<file path="src/rtl/flag_branch_unit_pkg.sv">
// Shared constants for the flag/branch unit: condition codes, FSM states, flag bit positions.
// Latency: n/a (package only).
// Backpressure: n/a (package only).
package flag_branch_unit_pkg;

    // Condition codes carried in br_cond
    localparam logic [2:0] BR_NE = 3'd0;
    localparam logic [2:0] BR_EQ = 3'd1;
    localparam logic [2:0] BR_GT = 3'd2;
    localparam logic [2:0] BR_LT = 3'd3;
    localparam logic [2:0] BR_GE = 3'd4;
    localparam logic [2:0] BR_LE = 3'd5;
    localparam logic [2:0] BR_OV = 3'd6;
    localparam logic [2:0] BR_UN = 3'd7;

    // Bit positions inside the {V,Z,N} flag vector
    localparam int FLAG_V = 2;
    localparam int FLAG_Z = 1;
    localparam int FLAG_N = 0;

    typedef enum logic {
        FBU_IDLE  = 1'b0,
        FBU_FLUSH = 1'b1
    } fbuState_t;

    // Increment that sticks at all-ones instead of wrapping
    function automatic logic [15:0] satInc16(input logic [15:0] x);
        return (x == 16'hFFFF) ? x : x + 16'd1;
    endfunction

endpackage

</file>
<file path="src/rtl/flag_branch_unit_br_cond_eval.sv">
// Branch condition evaluator: decides taken/not-taken from a condition code and {V,Z,N}.
// Latency: purely combinational, zero cycles.
// Backpressure: none; result is valid whenever inputs are.
// Ports: cond (condition code), flags ({V,Z,N}), taken (condition holds).
module br_cond_eval
    import flag_branch_unit_pkg::*;
(
    input  logic [2:0] cond,
    input  logic [2:0] flags,
    output logic       taken
);

    logic flagV;
    logic flagZ;
    logic flagN;

    assign flagV = flags[FLAG_V];
    assign flagZ = flags[FLAG_Z];
    assign flagN = flags[FLAG_N];

    always_comb begin
        taken = 1'b1;
        case (cond)
            BR_NE:   taken = !flagZ;
            BR_EQ:   taken = flagZ;
            BR_GT:   taken = !flagZ && !flagN;
            BR_LT:   taken = flagN;
            // GE written as "equal or greater" so it mirrors GT/EQ literally
            BR_GE:   taken = flagZ || (!flagZ && !flagN);
            BR_LE:   taken = flagN || flagZ;
            BR_OV:   taken = flagV;
            default: taken = 1'b1;    // BR_UN
        endcase
    end

endmodule

</file>
<file path="src/rtl/flag_branch_unit.sv">
// Flag register + EX-stage conditional branch resolver with redirect and wrong-path flush sequencing.
// Latency: flag write -> flags_out 1 cycle; taken branch -> redirect/redirect_pc 1 cycle.
// Backpressure: stall freezes every register (redirect pulse stretches); no branch is evaluated while stalled.
// Ports: clk, rst_n (async active-low); stall; flag_we, v_in/z_in/n_in (ALU flags);
//        br_valid, br_cond, br_pc_plus1, br_offset (EX branch); flags_out, redirect, redirect_pc,
//        flush, busy, taken_cnt (results).
module flag_branch_unit
    import flag_branch_unit_pkg::*;
#(
    parameter int FLUSH_CYCLES = 2,
    parameter int PC_W         = 16
) (
    input  logic            clk,
    input  logic            rst_n,
    input  logic            stall,
    input  logic            flag_we,
    input  logic            v_in,
    input  logic            z_in,
    input  logic            n_in,
    input  logic            br_valid,
    input  logic [2:0]      br_cond,
    input  logic [PC_W-1:0] br_pc_plus1,
    input  logic [8:0]      br_offset,
    output logic [2:0]      flags_out,
    output logic            redirect,
    output logic [PC_W-1:0] redirect_pc,
    output logic            flush,
    output logic            busy,
    output logic [15:0]     taken_cnt
);

    // Counter runs FLUSH_CYCLES-1 down to 0, one state-cycle per value
    localparam logic [2:0] CNT_INIT = 3'(FLUSH_CYCLES - 1);

    fbuState_t       stateQ, stateN;
    logic [2:0]      cntQ, cntN;
    logic [2:0]      flagsQ, flagsN;
    logic            redirectQ, redirectN;
    logic [PC_W-1:0] redirectPcQ, redirectPcN;
    logic [15:0]     takenCntQ, takenCntN;

    logic [2:0]      aluFlags;
    logic [2:0]      effFlags;
    logic            condTaken;
    logic [PC_W-1:0] targetPc;

    assign aluFlags = {v_in, z_in, n_in};

    // The flag writer in EX is older than the branch, so its result is forwarded
    assign effFlags = flag_we ? aluFlags : flagsQ;

    assign targetPc = br_pc_plus1 + {{(PC_W-9){br_offset[8]}}, br_offset};

    br_cond_eval uCondEval (
        .cond  (br_cond),
        .flags (effFlags),
        .taken (condTaken)
    );

    always_comb begin
        stateN      = stateQ;
        cntN        = cntQ;
        flagsN      = flagsQ;
        redirectN   = redirectQ;
        redirectPcN = redirectPcQ;
        takenCntN   = takenCntQ;

        if (!stall) begin
            case (stateQ)
                FBU_IDLE: begin
                    redirectN = 1'b0;
                    if (flag_we) begin
                        flagsN = aluFlags;
                    end
                    if (br_valid && condTaken) begin
                        redirectN   = 1'b1;
                        redirectPcN = targetPc;
                        takenCntN   = satInc16(takenCntQ);
                        cntN        = CNT_INIT;
                        stateN      = FBU_FLUSH;
                    end
                end
                FBU_FLUSH: begin
                    // Everything arriving in EX now is wrong-path: no flag writes, no branches
                    redirectN = 1'b0;
                    if (cntQ == 3'd0) begin
                        stateN = FBU_IDLE;
                    end else begin
                        cntN = cntQ - 3'd1;
                    end
                end
                default: begin
                    stateN    = FBU_IDLE;
                    redirectN = 1'b0;
                end
            endcase
        end
    end

    always_ff @(posedge clk or negedge rst_n) begin
        if (!rst_n) begin
            stateQ      <= FBU_IDLE;
            cntQ        <= 3'd0;
            flagsQ      <= 3'b000;
            redirectQ   <= 1'b0;
            redirectPcQ <= '0;
            takenCntQ   <= 16'd0;
        end else begin
            stateQ      <= stateN;
            cntQ        <= cntN;
            flagsQ      <= flagsN;
            redirectQ   <= redirectN;
            redirectPcQ <= redirectPcN;
            takenCntQ   <= takenCntN;
        end
    end

    assign flags_out   = flagsQ;
    assign redirect    = redirectQ;
    assign redirect_pc = redirectPcQ;
    assign flush       = (stateQ == FBU_FLUSH);
    assign busy        = (stateQ == FBU_FLUSH);
    assign taken_cnt   = takenCntQ;

endmodule

</file>
<file path="config.mk">
export PLATFORM = sky130hd
export DESIGN_NAME = flag_branch_unit
export DESIGN_NICKNAME = d
export VERILOG_FILES = /design/src/rtl/flag_branch_unit_pkg.sv /design/src/rtl/flag_branch_unit_br_cond_eval.sv /design/src/rtl/flag_branch_unit.sv
export SDC_FILE = /design/constraint.sdc
export NUM_CORES = 1
export LEC_CHECK = 0
export CAP_MARGIN = 20
export CORE_ASPECT_RATIO = 0.6
export CORE_MARGIN = 5
export CORE_UTILIZATION = 30
export CTS_BUF_LIST = sky130_fd_sc_hd__clkbuf_16
export CTS_CLUSTER_SIZE = 8
export DETAILED_ROUTE_END_ITERATION = 6
export SLEW_MARGIN = 25
export SYNTH_ARGS = -nofsm -noshare
export SYNTH_HDL_FRONTEND = slang
export SYNTH_SLANG_ARGS = --single-unit
export TNS_END_PERCENT = 100
</file>
<file path="constraint.sdc">
create_clock -name clk -period 2.3 [get_ports clk]
set_clock_uncertainty 0.2 [all_clocks]
set_input_delay 0.575 -clock clk [delete_from_list [all_inputs] [get_ports clk]]
set_output_delay 0.575 -clock clk [all_outputs]
set_load 0.1 [all_outputs]
</file>
==> metrics.md, run 1 <==
| Metric | Value |
|---|---|
| Status | `complete, but fails checks` |
| Failing checks | `negative setup slack` |
| IO Pins | `74` |
| PnR worst setup slack | `-0.09174 ns` |
| Die H | `81.49 microns` |
| CTS buffer count | `5` |
| Avg Vias per Cell | `4.726` |
| Mapped Nets | `323` |
| Share of cells above drive strength 1 | `56.77%` |
| Required time of the critical path | `2.30 ns` |
| Starting Density | `slightly above 30%` |
| Delay-heaviest family, CP | `compound AO/OA/AOI/OAI gates` |
| Slew headroom | `roughly 64%` |
| Worst Hold Class | `in2async` |
| Clock transition at path regs | `0.06 ns` |
| Critical Path Sink | `redirect_pc[12]` |
| Global-route wire length before repair | `12520 microns` |
| Final period util | `104.0%` |
| Crit Path Category | `in2reg` |
| Largest net degree at the start of global routing | `24` |
| Ys flop type | `dfrtp_1` |
| Post-synthesis sequential area ratio | `just under 40%` |
| Synth top area share | `around 39%` |
| Distinct cells, synth | `45` |
| HPWL after DPL | `between 5000 and 6000 microns` |
| Avg Synthesized Cell Area | `about 9.5 sq um` |
| GP Congestion | `~0.8` |
| Final instance area | `0.005037 sq mm` |
| Worst Setup SP | `br_offset[0]` |
| Pins Over Slew Limit | `0` |
| Design Power | `5.750 mW` |
| Area Growth Syn to Fin | `97.16%` |
| CTS root buffer | `clkbuf_16` |
| Starting DRC count in detailed routing | `~80` |
| Placed Area | `approximately 0.0043 sq mm` |
| DR vias | `2519` |
| Final Util | `60.02%` |
| Top cells by area, synth | `dfrtp_1, ha_1, xor2_1` |
| Routed WL | `about 8000 microns` |
| CTS tree | `done` |
| Setup crit start kind | `input port` |
| Clk_lat worst skew | `0.28 ns` |
| Synth warnings | `0` |
| Cts hold-fix bufs | `0` |
| Die ar. | `between 0.01 and 0.015 sq mm` |
| R2r endpoint | `redirect_pc[0]` |
| Top-count cell post-synth | `dfrtp_1` |
| Critical path's slowest cell | `fa_2` |
| Worst flop-to-flop path startpoint | `flags_out[1]` |
| Leakage | `between 2 and 2.5 nW` |
| Routed WL per cell | `~15 microns` |
| DRC Markers | `0` |
| Worst-Margin Slew | `approximately 0.53 ns` |
| Die Wd | `approximately 130 microns` |
| Setup TNS | `-0.4711 ns` |
| Final hold slack | `around 0.05 ns` |
| ANT nets after route | `0` |
| Crit path time final | `2.392 ns` |
| CP Capture Type | `flip-flop` |
| Crit path max fanout | `2` |
| FF-to-FF setup slack | `-0.03 ns` |
| Pwr per Cell Area | `between 1000 and 1500 mW/mm^2` |
| Vias in the first global route | `2565` |
| Yosys reg bits | `40` |
| Initial antenna violation count | `0` |
| Clock buffer depth | `2` |
| Post-Synthesis Cells | `268` |
| Achievable Freq | `0.4181 GHz` |
| Worst reg2reg path depth | `6` |
| Synth cell count leaders | `dfrtp_1, nand2_1, o21ai_0, xor2_1` |
| PortBufs | `between 70 and 80` |
| Top cell type by total area after synthesis | `dfrtp_1` |
| # rows | `26` |
| Critical path arrival | `2.39 ns` |
| Max VDD drop | `0.8440 mV` |
| Cell Area, Synth | `about 0.0026 sq mm` |
| Max cap viols | `0` |
| Slowest stage delay, CP | `0.34 ns` |
| Crit path cell chain | `buf_6, ha_4, inv_2, fa_2, nand2b_4, a211oi_4, o41a_1, nand4_1, mux2_4, o31ai_4` |
| Synth async-reset ratio | `100.0%` |
| H-tree levels | `2` |
| Buf/Inv on CP | `2` |
| Drt first pass iters | `4` |
| Stages on worst setup path | `10` |
| Grt ovf | `0` |
| Number of synthesized flops with an enable pin | `0` |
| Core area | `0.008393 sq mm` |
| # setup viols final | `14` |
| RSZ-0062 raised after global routing | `true` |
| Number of inserted diodes | `0` |
| Clk sinks | `40` |
| GRT Total Usage | `14.98%` |
| # nets final | `~480` |
| Final hold viol count | `0` |
state kept, by name, indices dropped and copies added, names as in the netlist:
signal,cells
redirect_pc,16
taken_cnt,16
cntQ,3
flags_out,3
busy,1
redirect,1
cells by family after synthesis:
family	Yosys count	share of synthesized area, %
AO/OA/AOI/OAI	56	13.96
AND/OR/NAND/NOR	98	19.05
multiplexers	11	5.289
adder cells (fa/ha/maj)	19	9.599
buffers and inverters	18	4.015
flip-flops	40	39.18
XOR/XNOR	26	8.913
cells in the final DEF, fill, tap and decap left out, drive strengths merged, types with 3 or more instances in the layout:
| cell type | netlist | routed |
|---|---|---|
| nor3 | 13 | 13 |
| nand4 | 5 | 5 |
| dlygate4sd2 | 0 | 3 |
| a21o | 7 | 7 |
| and2 | 3 | 3 |
| a21oi | 9 | 9 |
| nand2 | 26 | 26 |
| mux2i | 3 | 3 |
| dfrtp | 40 | 40 |
| nand2b | 3 | 3 |
| nand3 | 14 | 14 |
| o21ai | 21 | 21 |
| xnor2 | 5 | 5 |
| nor2 | 18 | 18 |
| mux2 | 7 | 7 |
| clkdlybuf4s15 | 0 | 3 |
| clkbuf | 1 | 14 |
| buf | 8 | 125 |
| a211oi | 4 | 4 |
| inv | 9 | 10 |
| nor4 | 4 | 4 |
| ha | 18 | 18 |
| xor2 | 21 | 21 |
| dlymetal6s2s | 0 | 4 |
| and3 | 5 | 5 |
| clkdlybuf4s50 | 0 | 10 |
layout make-up:
| class | instances | area, sq um |
|---|---|---|
| flip-flops and latches | 40 | 1032 |
| well taps | 112 | 140.1 |
| fillers | 692 | 3356 |
| repair buffers | 154 | 1690 |
| inverters | 9 | 33.78 |
| clock inverters | 3 | 16.27 |
| clock buffers | 5 | 125.1 |
| multi-input cells | 210 | 1999 |
how the worst min path moves through the flow:
| stage | start | to | slack, ns | cells past startpoint |
|---|---|---|---|---|
| 4_1_cts | rst_n | taken_cnt[8] | 0.07 | 1 |
| 3_3_place_gp | redirect_pc[9] | redirect_pc[9] | 0.28 | 2 |
| 3_5_place_dp | redirect_pc[9] | redirect_pc[9] | 0.28 | 2 |
| 6_report | rst_n | taken_cnt[8] | 0.05 | 1 |
| 2_1_floorplan | rst_n | busy | 0.08 | 0 |
| 5_1_grt | rst_n | taken_cnt[8] | 0.08 | 1 |
report_power, final:
group	leakage, nW	switching [mW]	internal [mW]	total (mW)
Clock	0.0710	0.278	0.396	0.674
Combinational	1.72	2.42	1.40	3.82
Sequential	0.479	0.291	0.965	1.26
Total	2.27	2.99	2.76	5.75
metrics by stage:
step           cells  setup WS, ns
2_1_floorplan    268       -0.1682
3_3_place_gp     508       -0.8143
3_5_place_dp     508       -0.8929
4_1_cts          531       -0.1679
5_1_grt          533       -0.1693
6_report         533      -0.09174
metal layers:
| layer | part of all wire [%] | wire length [microns] | GRT usage, % |
|---|---|---|---|
| met5 | 0 | 0 | 0 |
| met4 | 0.73 | 57 | 3.774 |
| met3 | 4.1 | 323 | 3.639 |
| met2 | 45 | 3492 | 23.09 |
| met1 | 50 | 3940 | 21.17 |
timing repair:
action                     CTS  global route
gates resized for setup     88            72
setup buffers               17             4
pin swaps                   29            36
setup endpoints to repair   37            31
(Power assumes the default switching activity.)
==> run 2, diff against run 1 <==
--- a/config.mk
+++ b/config.mk
@@ -5,14 +5,11 @@
 export SDC_FILE = /design/constraint.sdc
 export NUM_CORES = 1
 export LEC_CHECK = 0
-export CAP_MARGIN = 20
 export CORE_ASPECT_RATIO = 0.6
 export CORE_MARGIN = 5
 export CORE_UTILIZATION = 30
 export CTS_BUF_LIST = sky130_fd_sc_hd__clkbuf_16
-export CTS_CLUSTER_SIZE = 8
 export DETAILED_ROUTE_END_ITERATION = 6
-export SLEW_MARGIN = 25
 export SYNTH_ARGS = -nofsm -noshare
 export SYNTH_HDL_FRONTEND = slang
 export SYNTH_SLANG_ARGS = --single-unit
==> results of run 2 <==
Same layout as run 1: the final DEF is identical, and so are final timing and power.
